$ cat config.mk
export PLATFORM = sky130hd
export DESIGN_NAME = univ_shift_reg
export DESIGN_NICKNAME = d
export VERILOG_FILES = /design/src/rtl/usr_pkg.sv /design/src/rtl/usr_bit_cell.sv /design/src/rtl/univ_shift_reg.sv
export SDC_FILE = /design/constraint.sdc
export NUM_CORES = 1
export LEC_CHECK = 0
export ABC_CLOCK_PERIOD_IN_PS = 1700
export CORE_ASPECT_RATIO = 2
export CORE_UTILIZATION = 45
export DETAILED_ROUTE_END_ITERATION = 16
export PLACE_DENSITY = 0.74
export SLEW_MARGIN = 20
export SYNTH_ARGS = -nofsm -noshare
export SYNTH_HDL_FRONTEND = slang
export SYNTH_SLANG_ARGS = --single-unit
$ cat constraint.sdc
create_clock -name clk -period 1.7 [get_ports clk]
set_input_delay 0.255 -clock clk [delete_from_list [all_inputs] [get_ports clk]]
set_output_delay 0.255 -clock clk [all_outputs]
set_load 0.05 [all_outputs]
$ cat src/rtl/usr_pkg.sv
// rtl/usr_pkg.sv - shared mode, state and cell-select encodings for univ_shift_reg
package usr_pkg;

  localparam logic [2:0] MODE_SHL = 3'b000;
  localparam logic [2:0] MODE_SHR = 3'b001;
  localparam logic [2:0] MODE_ROL = 3'b010;
  localparam logic [2:0] MODE_ROR = 3'b011;
  localparam logic [2:0] MODE_ASR = 3'b100;

  typedef enum logic [1:0] {
    ST_IDLE  = 2'd0,
    ST_SHIFT = 2'd1,
    ST_DONE  = 2'd2
  } state_e;

  typedef enum logic [2:0] {
    SEL_HOLD   = 3'd0,
    SEL_LOAD   = 3'd1,
    SEL_FROM_R = 3'd2,
    SEL_FROM_L = 3'd3,
    SEL_CLR    = 3'd4
  } sel_e;

endpackage

$ cat src/rtl/usr_bit_cell.sv
// rtl/usr_bit_cell.sv - one register bit with hold/load/neighbour/clear select
module usr_bit_cell
  import usr_pkg::*;
(
  input  logic clk,
  input  logic rst_n,
  input  sel_e sel_i,
  input  logic d_i,
  input  logic from_r_i,
  input  logic from_l_i,
  output logic q_o
);

  logic bit_q;
  logic bit_d;

  always_comb begin
    bit_d = bit_q;
    case (sel_i)
      SEL_LOAD:   bit_d = d_i;
      SEL_FROM_R: bit_d = from_r_i;
      SEL_FROM_L: bit_d = from_l_i;
      SEL_CLR:    bit_d = 1'b0;
      default:    bit_d = bit_q;
    endcase
  end

  always_ff @(posedge clk or negedge rst_n) begin
    if (!rst_n) begin
      bit_q <= 1'b0;
    end else begin
      bit_q <= bit_d;
    end
  end

  assign q_o = bit_q;

endmodule

$ cat src/rtl/univ_shift_reg.sv
// rtl/univ_shift_reg.sv - universal load/clear/shift/rotate register, one step per clock
module univ_shift_reg
  import usr_pkg::*;
#(
  parameter int WIDTH = 8,
  parameter int CNT_W = 4
) (
  input  logic             clk,
  input  logic             rst,
  input  logic             clr,
  input  logic             ld,
  input  logic [WIDTH-1:0] D,
  input  logic             start,
  input  logic [2:0]       mode,
  input  logic [CNT_W-1:0] shamt,
  input  logic             sin_r,
  input  logic             sin_l,
  output logic [WIDTH-1:0] Q,
  output logic             sout,
  output logic             busy,
  output logic             done
);

  state_e             state_q;
  logic [CNT_W-1:0]   cnt_q;
  logic [2:0]         mode_q;
  logic               sout_q;
  logic               sout_d;
  logic               busy_q;
  logic               done_q;
  logic [WIDTH-1:0]   cell_q;
  sel_e               sel;
  logic               edge_r;
  logic               edge_l;

  // Edge bits: what enters bit 0 on a left move and bit WIDTH-1 on a right move.
  always_comb begin
    edge_r = sin_r;
    edge_l = sin_l;
    sout_d = sout_q;
    sel    = SEL_HOLD;
    case (mode_q)
      MODE_ROL: edge_r = cell_q[WIDTH-1];
      MODE_ROR: edge_l = cell_q[0];
      MODE_ASR: edge_l = cell_q[WIDTH-1];
      default:  ;
    endcase
    if (clr) begin
      sel = SEL_CLR;
    end else if (state_q == ST_IDLE && ld) begin
      sel = SEL_LOAD;
    end else if (state_q == ST_SHIFT) begin
      case (mode_q)
        MODE_SHL, MODE_ROL: begin
          sel    = SEL_FROM_R;
          sout_d = cell_q[WIDTH-1];
        end
        MODE_SHR, MODE_ROR, MODE_ASR: begin
          sel    = SEL_FROM_L;
          sout_d = cell_q[0];
        end
        default: sel = SEL_HOLD;
      endcase
    end
  end

  genvar i;
  for (i = 0; i < WIDTH; i++) begin : g_cell
    logic from_r;
    logic from_l;
    if (i == 0) begin : g_r_edge
      assign from_r = edge_r;
    end else begin : g_r_nbr
      assign from_r = cell_q[i-1];
    end
    if (i == WIDTH - 1) begin : g_l_edge
      assign from_l = edge_l;
    end else begin : g_l_nbr
      assign from_l = cell_q[i+1];
    end
    usr_bit_cell u_cell (
      .clk      (clk),
      .rst_n    (rst),
      .sel_i    (sel),
      .d_i      (D[i]),
      .from_r_i (from_r),
      .from_l_i (from_l),
      .q_o      (cell_q[i])
    );
  end

  always_ff @(posedge clk or negedge rst) begin
    if (!rst) begin
      state_q <= ST_IDLE;
      cnt_q   <= '0;
      mode_q  <= MODE_SHL;
      sout_q  <= 1'b0;
      busy_q  <= 1'b0;
      done_q  <= 1'b0;
    end else if (clr) begin
      state_q <= ST_IDLE;
      cnt_q   <= '0;
      busy_q  <= 1'b0;
      done_q  <= 1'b0;
    end else begin
      case (state_q)
        ST_IDLE: begin
          if (start && !ld) begin
            mode_q <= mode;
            cnt_q  <= shamt;
            if (shamt != '0) begin
              state_q <= ST_SHIFT;
              busy_q  <= 1'b1;
            end else begin
              state_q <= ST_DONE;
              done_q  <= 1'b1;
            end
          end
        end
        ST_SHIFT: begin
          sout_q <= sout_d;
          cnt_q  <= cnt_q - CNT_W'(1);
          if (cnt_q == CNT_W'(1)) begin
            state_q <= ST_DONE;
            busy_q  <= 1'b0;
            done_q  <= 1'b1;
          end
        end
        ST_DONE: begin
          state_q <= ST_IDLE;
          done_q  <= 1'b0;
        end
        default: begin
          state_q <= ST_IDLE;
          busy_q  <= 1'b0;
          done_q  <= 1'b0;
        end
      endcase
    end
  end

  assign Q    = cell_q;
  assign sout = sout_q;
  assign busy = busy_q;
  assign done = done_q;

endmodule

==> summary by stage <==
Power and ir drop
Of the total power, the clock network draws 0.130. The share of total power dissipated in sequential elements is 0.350. For this design the static power due to leakage is 0.724 nW. The part of the power in combinational logic is 0.520. Of the total power, the share spent switching nets is 0.447. The internal power consumption is 0.00129 W. The analysis attributes to net switching a power of 0.00105 W.

VDD sags by at most 0.000683 V. The areal power density over the cells is 1430 nW/um2.

Layout
Compared with the post-synthesis result, the final layout area differs by 25.8%. The count of fill cells added during filler insertion is 248. Summing all multi-input logic gate instances after layout gives 673 um2. The net count of the finished layout is 183.

The register area is 500 um2. The total inserted antenna cells is 0. The core utilization of the finished layout is 0.597. In the final layout, the share of cells above drive strength 1 is 0.242. The final non-filler cell total is 186.

Clock network
The count of buffers added by post-CTS timing repair for setup is 0. The number of resized instances in the post-cts repair step is 0. The clock net sink count is 20. The later pin in the worst-skew pair is clocked with a latency of 0.26 ns. The tree is rooted in a sky130_fd_sc_hd__clkbuf_8. The level count of the clock H-tree is 1. The CTS tree is done. Counting the buffers created by CTS gives 3. The cts-stage hold buffer count is 0.

After clock tree synthesis, the clock-pin slew on the worst setup and hold paths is 0.07 ns. The clock tree buffer depth is 2.

Die
The die covers 3120 um2. The starting utilization of the core area is 0.475. In this run the core area contains 27 standard-cell rows. In this run the count of I/O pins placed on the die edge is 33.

The chip height is 78.0 um. Measured along the x axis, the die boundary spans 40.0 um. The floorplan step defined a core boundary enclosing 2740 um2.

Placement
Including well taps, the total number of placed cells is 183. The placer congestion estimate is 0.789. The number of buffer cells added on primary ports is 32. Detailed placement finished with a half-perimeter wire length of 2.45 mm.

The worst setup slack before clock tree synthesis is -0.158 ns.

Route
After the first detailed-routing iteration, the DRC count stood at 12. The post-detailed-route wirelength per cell is 16.5 um. Wires add up to 3.07 mm. In the routed layout, each cell is associated on average with a via count of 5.68. The first detailed-routing pass took 4 iterations. The final route contains 1056 vias.

The number of nets with antenna violations after routing is 0. After detailed routing, the number of remaining DRC violations is 0.

Critical path
The slack of the worst reg-to-reg path is 0.12 ns. The required time at the endpoint of the critical path is 1.84 ns. The launching element type of the critical path is a register. Walking the worst path, the cells encountered are nor3b_1, buf_4, mux2i_1, nor2_1, a221o_1. By startpoint and endpoint, the worst setup path is classified as register to register. Of all nets on the critical path, the largest fanout is 8. Counting both buffers and inverters, the worst setup path holds a total of 1. The category of the worst setup path capture point is a register. For this run, the slowest stage of the critical path takes 0.49 ns. The dominant delay contributor by cell family on the critical path is flip-flops. On the critical path, the stage with the largest delay is an instance of sky130_fd_sc_hd__dfrtp_1. Data on the critical path arrives at its endpoint at 1.72 ns.

Yosys
The count of distinct cell types in the synthesized netlist is 40. The cell taking the most area after synthesis is sky130_fd_sc_hd__dfrtp_1. The synthesized design contains 0 enable-type register cells. The count of yosys warnings during synthesis is 0. After synthesis, the share of flip-flops with an asynchronous set or reset is 1.00. For this run, the register share of the synthesized area comes to 0.385.

Of the post-synthesis cell area, the dominant cell type holds 0.385. After synthesis, the cell types taking the most area are sky130_fd_sc_hd__dfrtp_1 (39%), sky130_fd_sc_hd__mux2i_1 (7.7%), sky130_fd_sc_hd__buf_4 (6.4%). Synthesis handed over a netlist of 126 instances. For this run, the leading register cell type out of synthesis is sky130_fd_sc_hd__dfrtp_1. By count the netlist is led by sky130_fd_sc_hd__dfrtp_1 (20), sky130_fd_sc_hd__nor2_1 (14), sky130_fd_sc_hd__buf_4 (11).

The cell area after technology mapping is 1300 um2. Counting every net in the synthesized netlist gives 150. The register bit count reported by yosys is 20.

The per-instance average area after synthesis is 10.3 um2. Yosys instantiated no cell more often than sky130_fd_sc_hd__dfrtp_1.

STA
The maximum operating frequency is 634 MHz. The setup clock skew after layout is 0.00146 ns. Setup repair after global routing left no endpoint under its margin. In the post-route analysis, the smallest setup slack over all paths is 0.123 ns. The slew at the pin closest to its max-slew limit is 0.457 ns.

The final count of pins violating max slew is 0. Adding up every negative setup slack in the final design gives 0 ns. The time the final worst path needs with I/O delays and setup is 1.58 ns.

The worst slew margin relative to its limit is 0.693. The number of hold violations in the final report is 0. Setup violations remaining at the end of the flow were counted as 0. The worst slack on hold paths is 0.331 ns. Of the available clock period, the critical path in the final layout requires 0.928.

GRT
The via count of the first global-routing pass is 1088. The remaining global-route overflow is 0. The wire length of the first global-routing pass is 4.96 mm.

The initial antenna violation count is 0. The overall track demand over capacity in global routing is 0.231. The largest net degree at the start of global routing is 21.

Worst hold path
The type of the tightest min-delay check is input port to async pin.

Run
The number of max-capacitance violations reported is 0.

Outcome
The flow ran to the end, and the final reports show no timing, DRC or antenna violations.
==> power groups by stage <==
stage	clock, W	sequential [W]	combinational [W]
after floorplan	0	0.000855	0.000907
after global placement	0	0.000822	0.00119
after detailed placement	0	0.000828	0.00122
after CTS	0.000317	0.000820	0.00123
after global routing	0.000336	0.000846	0.00131
final	0.000304	0.000820	0.00122
==> sequential cells by signal (all words and copies together) (netlist names) <==
signal,flops
g_cell.u_cell.q_o,8
busy,1
state_q,2
done,1
mode_q,3
sout,1
cnt_q,4
==> cells in the final DEF, fill, tap and decap left out, types with 3 or more instances in the layout <==
master / instances
sky130_fd_sc_hd__inv_1: 4
sky130_fd_sc_hd__nor2b_1: 4
sky130_fd_sc_hd__a21oi_1: 6
sky130_fd_sc_hd__mux2_2: 5
sky130_fd_sc_hd__a221o_1: 7
sky130_fd_sc_hd__nor2_1: 14
sky130_fd_sc_hd__buf_4: 21
sky130_fd_sc_hd__dfrtp_1: 20
sky130_fd_sc_hd__o21ai_0: 3
sky130_fd_sc_hd__nor3_1: 4
sky130_fd_sc_hd__nand2_1: 5
sky130_fd_sc_hd__mux2i_1: 10
sky130_fd_sc_hd__clkdlybuf4s50_1: 21
sky130_fd_sc_hd__clkbuf_8: 3
==> metrics by stage <==
stage | cell area (um2) | total power (W)
detailed placement | 1590 | 0.00205
CTS | 1630 | 0.00236
global placement | 1590 | 0.00201
global route | 1630 | 0.00249
floorplan | 1300 | 0.00176
finish | 1630 | 0.00234
==> layout make-up <==
cell class | instances | share of cell area
clock buffers | 3 | 0.0253
inverters | 4 | 0.00919
multi-input cells | 88 | 0.412
flip-flops and latches | 20 | 0.306
well taps | 29 | 0.0222
repair buffers | 42 | 0.225
==> worst register-to-register path: cells and delay by family, from the launching register on <==
kind | cells | cell delay [ns]
AO/OA/AOI/OAI | 1 | 0.27
AND/OR/NAND/NOR | 2 | 0.28
buffers and inverters | 1 | 0.22
flip-flops | 1 | 0.49
multiplexers | 1 | 0.21
==> path summary, 6_finish.rpt <==
| path | start | end | cells past startpoint |
|---|---|---|---|
| max | state_q[0] | g_cell[1].u_cell.q_o | 5 |
| min | rst | mode_q[2] | 2 |
| max reg2reg | state_q[0] | g_cell[1].u_cell.q_o | 5 |
| min reg2reg | busy | busy | 1 |
| max in group asynchronous | rst | cnt_q[0] | 2 |
| min in group clk | busy | busy | 1 |
==> per-layer routing <==
layer / vias up / global-route usage / wire length, um
li1: 512 / - / -
met1: 515 / 0.245 / 1080
met2: 24 / 0.421 / 1860
met3: 5 / 0.0171 / 73
met4: 0 / 0.0931 / 59
met5: - / 0 / 0
==> logic make-up (layout without fill, tap and decap cells) <==
kind of cell / count (synthesis) / after routing / synth area share
AND/OR/NAND/NOR: 39 / 39 / 0.185
AO/OA/AOI/OAI: 32 / 32 / 0.194
flip-flops: 20 / 20 / 0.385
buffers and inverters: 18 / 49 / 0.0963
multiplexers: 15 / 15 / 0.120
adder cells (fa/ha/maj): 2 / 2 / 0.0193
Power figures use the tool's default switching activity.
